$ cat src/rtl/trng_bram_if.sv
// Access bus for the TRNG entropy table: enable, write strobe, address, data in/out.
// The master drives the access; the slave (the RAM) returns registered read data.
interface trng_bram_if #(
  parameter int DATA_W = 8,
  parameter int ADDR_W = 3
);
  logic              ena;
  logic              wea;
  logic [ADDR_W-1:0] addra;
  logic [DATA_W-1:0] dina;
  logic [DATA_W-1:0] douta;

  modport master (
    output ena,
    output wea,
    output addra,
    output dina,
    input  douta
  );

  modport slave (
    input  ena,
    input  wea,
    input  addra,
    input  dina,
    output douta
  );
endinterface

$ cat src/rtl/trng_bram.sv
// Single-port synchronous RAM holding the TRNG entropy table, preloaded from INIT.
// Define OUTPUT_REG_EN to add a second output register (read latency 2 instead of 1).
module trng_bram #(
  parameter int                              DATA_W     = 8,
  parameter int                              ADDR_W     = 3,
  parameter logic [DATA_W*(2**ADDR_W)-1:0]   INIT       = 64'hD864B20F917EC53A,
  parameter int                              WRITE_MODE = 0
) (
  input logic        clka,
  input logic        rsta_n,
  trng_bram_if.slave bus
);

  localparam int DEPTH = 2 ** ADDR_W;

  // Word i lives at bits [DATA_W*i +: DATA_W], the same packing as INIT.
  logic [DATA_W*DEPTH-1:0] r_mem = INIT;
  logic [DATA_W-1:0]       r_rdData;
  logic [DATA_W-1:0]       w_rdWord;

  assign w_rdWord = r_mem[DATA_W*bus.addra +: DATA_W];

  always_ff @(posedge clka) begin
    if (bus.ena && bus.wea) begin
      r_mem[DATA_W*bus.addra +: DATA_W] <= bus.dina;
    end
  end

  // WRITE_FIRST forwards the incoming word; READ_FIRST returns the word being replaced.
  always_ff @(posedge clka or negedge rsta_n) begin
    if (!rsta_n) begin
      r_rdData <= '0;
    end else if (bus.ena) begin
      if (bus.wea && (WRITE_MODE == 0)) begin
        r_rdData <= bus.dina;
      end else begin
        r_rdData <= w_rdWord;
      end
    end
  end

`ifdef OUTPUT_REG_EN
  logic [DATA_W-1:0] r_outReg;

  always_ff @(posedge clka or negedge rsta_n) begin
    if (!rsta_n) begin
      r_outReg <= '0;
    end else if (bus.ena) begin
      r_outReg <= r_rdData;
    end
  end

  assign bus.douta = r_outReg;
`else
  assign bus.douta = r_rdData;
`endif

endmodule

$ cat src/flat_wrapper.sv
// flat-port wrapper written by rule: the top's interface ports become plain ports
module trng_bram_flat 
#(
  parameter int                              DATA_W     = 8,
  parameter int                              ADDR_W     = 3,
  parameter logic [DATA_W*(2**ADDR_W)-1:0]   INIT       = 64'hD864B20F917EC53A,
  parameter int                              WRITE_MODE = 0
)
  (clka, rsta_n, bus_ena, bus_wea, bus_addra, bus_dina, bus_douta);
  trng_bram_if #(.DATA_W(DATA_W), .ADDR_W(ADDR_W)) bus_i ();
  input logic clka;
  input logic rsta_n;
  input wire logic [$bits(bus_i.ena)-1:0] bus_ena;
  input wire logic [$bits(bus_i.wea)-1:0] bus_wea;
  input wire logic [$bits(bus_i.addra)-1:0] bus_addra;
  input wire logic [$bits(bus_i.dina)-1:0] bus_dina;
  output wire logic [$bits(bus_i.douta)-1:0] bus_douta;
  assign bus_i.ena = bus_ena;
  assign bus_i.wea = bus_wea;
  assign bus_i.addra = bus_addra;
  assign bus_i.dina = bus_dina;
  assign bus_douta = bus_i.douta;
  trng_bram #(.DATA_W(DATA_W), .ADDR_W(ADDR_W), .INIT(INIT), .WRITE_MODE(WRITE_MODE)) u_core (.clka(clka), .rsta_n(rsta_n), .bus(bus_i));
endmodule
$ cat config.mk
export PLATFORM = sky130hd
export DESIGN_NAME = trng_bram_flat
export DESIGN_NICKNAME = d
export VERILOG_FILES = /design/src/rtl/trng_bram_if.sv /design/src/rtl/trng_bram.sv /design/src/flat_wrapper.sv
export SDC_FILE = /design/constraint.sdc
export NUM_CORES = 1
export LEC_CHECK = 0
export CORE_ASPECT_RATIO = 1.5
export CORE_MARGIN = 2
export CORE_UTILIZATION = 60
export DETAILED_ROUTE_END_ITERATION = 10
export DONT_BUFFER_PORTS = 1
export GPL_TIMING_DRIVEN = 0
export MAX_ROUTING_LAYER = met4
export PLACE_DENSITY = 0.76
export SYNTH_ARGS = -nofsm -noshare
export SYNTH_HDL_FRONTEND = slang
export SYNTH_SLANG_ARGS = --single-unit
$ cat constraint.sdc
create_clock -name clka -period 3.3 [get_ports clka]
set_clock_uncertainty 0.05 [all_clocks]
set_input_delay 0.33 -clock clka [delete_from_list [all_inputs] [get_ports clka]]
set_output_delay 0.33 -clock clka [all_outputs]
set_load 0.1 [all_outputs]
=== Word-level counts from Yosys, hierarchy flattened ===
Index checks and enable logic that the tools add are counted.

* Register bits after elaboration: 72
* Word-level logic and storage cells: 9

* Add/sub/neg operators: 1
* Mux-type cells: 2
* Shift-type cells: 3
* Reduce and logical (&&, ||, !) cells: 1

{| class="wikitable"
|+ Operators by type and width
! cell !! number
|-
| 64-bit bitwise mux || 1
|-
| 8-bit by 34-bit variable shift with 64-bit output (first input constant) || 1
|-
| 64-bit by 7-bit variable part select with 8-bit output || 1
|-
| 8-bit by 34-bit variable part select with 64-bit output || 1
|-
| 6-bit negator with 34-bit output || 1
|-
| 8-bit two-way mux || 1
|-
| 1-bit logical AND || 1
|}

=== Longest topological paths before layout ===
* Depth after elaboration: 3
* Gate-level depth with buffers: 7
* Mapped depth without buffers: 6

=== Least setup slack after synthesis ===
Ideal clock, no wire load.

* Kind: input -> register
* From: input port bus_addra[0]
* To: register u_core.r_mem[32], enable pin
* Cell stages on the path: 6
* Path buffers: 1
* Data required time: 2.855 ns
* Path slack: 0.635 ns
* Arrival time: 2.220 ns
* Library setup time: 0.395 ns
* Cell sequence: buf_2 -> inv_1 -> ha_1 -> ha_1 -> nand3_1 -> nor4_1

{| class="wikitable"
|+ RTL lines
! item !! line !! RTL
|-
| start, declared || flat_wrapper.sv:15 || <nowiki>input wire logic [$bits(bus_i.addra)-1:0] bus_addra;</nowiki>
|-
| end signal, assigned by index || trng_bram.sv:25 || <nowiki>r_mem[DATA_W*bus.addra +: DATA_W] <= bus.dina;</nowiki>
|-
| end, declared || trng_bram.sv:17 || <nowiki>logic [DATA_W*DEPTH-1:0] r_mem = INIT;</nowiki>
|}

==> impl_metrics.ini <==
[timing]
rsz0062_at_grt = false
finalSetupViolations = 0
setup_ws_ns = 0.981
worst_pin_slew_ns = 0.912
drv_slew = 0
slew_headroom_pct = 38.7
period_share_pct = 70.3
fmax_mhz = 431
fin_crit_ns = 2.32
tns_ns = 0
finalHoldViolCount = 0

[setup_path]
max_stage_delay_ns = 0.50
worstRegToRegCells = 3
crit_required_ns = 3.25
r2r-start = u_core.bus.douta[4]
critPathKind = primary input to register
ff2ff_setup_slack_ns = 1.84
cp_max_fo = 10
cp_slowest_cell = nor4b_4
cp_cell_sequence = buf_2, inv_1, ha_1, ha_1, nor4b_4, and2_1
cp-start-kind = primary input
reg2reg_to = u_core.bus.douta[4]
end_kind = register
cp_data_arrival_time_ns = 2.27
cpMostUsedCell = ha_1

[global_routing]
grt_pass1_wl_um = 11200
grt.busiest_layer = met2
met3_usage_pct = 5.23
antenna_found_initial = 1
grt_overflow = 0
grt_pass1_vias = 2126
grt_usage_pct = 25.3
met1_usage_pct = 28.6
grt_max_degree = 13
grtUsageMet2_pct = 41.4

[logic_synthesis]
ys.flop_type = edfxtp_1
synthXorXnorAreaFrac_pct = 0
yosysWarnings = 0
ys_types = 26
syn_avg_cell_area_sq_um = 14.0
synth_common_cells = 72 x and2_1, 64 x edfxtp_1, 16 x mux2_2
seq_area_frac_synth_pct = 61.3
synth_edf_count = 64
synth_cells = 248
synth-simple-area-share_pct = 19.8
yosys.area.top_type = edfxtp_1
synth_top_family_by_area = simple AND/OR/NAND/NOR gates
yosys.cell_count.top_type = and2_1
ys_ff_latch = 72
netlist_top_cells_area = edfxtp_1 56%, and2_1 13%, dfrtp_1 5.8%, mux2_2 5.2%, mux4_2 5.2%
netlist_area_sq_mm = 0.00346
async_reset_ff_share_pct = 11.1
syn_nets = 269
synth.area.mux_share_pct = 10.4
synthAdderAreaFrac_pct = 2.17
synth_top_cell_area_share_pct = 55.5
synth_compound_area_share_pct = 4.34

[routing]
routed-via-count = 2012
drc = 0
avgViaCountPerCell = 5.97
drtIter0Drc = 118
drt-pass1-iter-count = 4
wire_per_inst_um = 20.9
antenna_left = 0
wirelength_um = 7040

[floorplan]
core_area_sq_mm = 0.00553
boundaryPins = 23
rows = 33
fp.dieH_um = 97.0
die_width_um = 66.0
dieArea_sq_mm = 0.00640
start_util_pct = 62.6

[clock_network]
clk_pin_slew_ns = 0.08
cts.sinks = 72
htreeDepth = 3
cts_made_buffers = 9
cts_tree = done
cts_setup_buffers = 0
clockBufferDepth = 2
insertion_delay_ns = 0.34
cts_resized = 0
cts_hold_buffers = 1
root_buffer = clkbuf_8

[pwr]
power-per-cell-area_mw_per_mm2 = 527
max-vdd-ir-drop_uv = 449
leakage_nw = 1.16

[job]
max_cap_violations = 0

[worst_hold_path]
whs_endpoint = u_core.bus.douta[1]
hold_path_class = primary input to register
min_from = bus_dina[1]
hold_depth = 2

[cells_and_area]
nFillCells = 397
drive_gt1_share_pct = 19.9
area_growth_syn_to_layout_pct = 9.69
regArea_sq_mm = 0.00212
final_core_util_pct = 68.6
nets = 282
multi_input_area_sq_mm = 0.00128

[place]
dp_hpwl_um = 4880
io_buffers = 0
place_congestion = 0.855
place_ws_ns = 0.646

[status]
outcome = finished, final reports clean
## where the power goes
group	switching, mW	internal [mW]	leakage (nW)
Combinational	0.0759	0.0554	0.508
Sequential	0.0950	1.01	0.551
Clock	0.318	0.445	0.106
Total	0.489	1.51	1.16
## registers in the layout (all words and copies together), names as in the netlist
register and count:
u_core.r_mem 64, u_core.bus.douta 8
## through the flow
stage	power (mW)	area, sq um	instances	hold slack (ns)
4_1_cts	2.01	3790	336	0.0503
3_5_place_dp	1.25	3560	319	-0.0154
3_3_place_gp	1.25	3550	318	-0.0154
6_report	2.00	3800	337	0.0611
5_1_grt	2.06	3800	337	0.0534
2_1_floorplan	1.22	3460	248	-0.0156
## cell families after synthesis
group | Yosys count
AOI/OAI and AO/OA | 24
adders and majority gates | 6
buffers and inverters | 12
DFF | 72
muxes | 24
and+or+nand+nor | 110
## worst max-delay path: cells and delay by family
| kind | cells | cell delay, ns |
|---|---|---|
| adders and majority gates | 2 | 0.63 |
| buffers and inverters | 2 | 0.36 |
| and+or+nand+nor | 2 | 0.94 |
## layout make-up
cell class | instances | area share [%]
Antenna cell | 1 | 0.0659
Buffer | 9 | 1.45
Clock buffer | 11 | 3.72
Clock inverter | 5 | 2.11
Inverter | 3 | 0.297
Multi-Input combinational cell | 164 | 33.7
Sequential cell | 72 | 55.9
Tap cell | 70 | 2.31
Timing Repair Buffer | 2 | 0.461
## worst max-delay path by stage
| stage | startpoint | endpoint |
|---|---|---|
| global placement | bus_addra[0] | u_core.r_mem[38] |
| finish | bus_addra[0] | u_core.r_mem[6] |
| CTS | bus_addra[0] | u_core.r_mem[6] |
| global route | bus_addra[0] | u_core.r_mem[4] |
| detailed placement | bus_addra[0] | u_core.r_mem[0] |
| floorplan | bus_addra[0] | u_core.r_mem[32] |
## layout by cell type (no fill, tap or decap), types with 6 or more instances in the layout
master / instances
a21oi_1: 8
edfxtp_1: 64
clkbuf_8: 10
o22ai_1: 8
nor2b_1: 8
nor2_1: 13
ha_1: 6
mux4_2: 8
mux2_2: 16
dfrtp_1: 8
and2_1: 72
o31ai_1: 8
## per-layer routing
layer  vias up  share of wire (%)
met2        69                 54
met3        21                4.5
met4         0                3.6
met5         -                  0
li1        931                  -
met1       991                 38
Note: power is estimated with default switching activity, not from simulation.
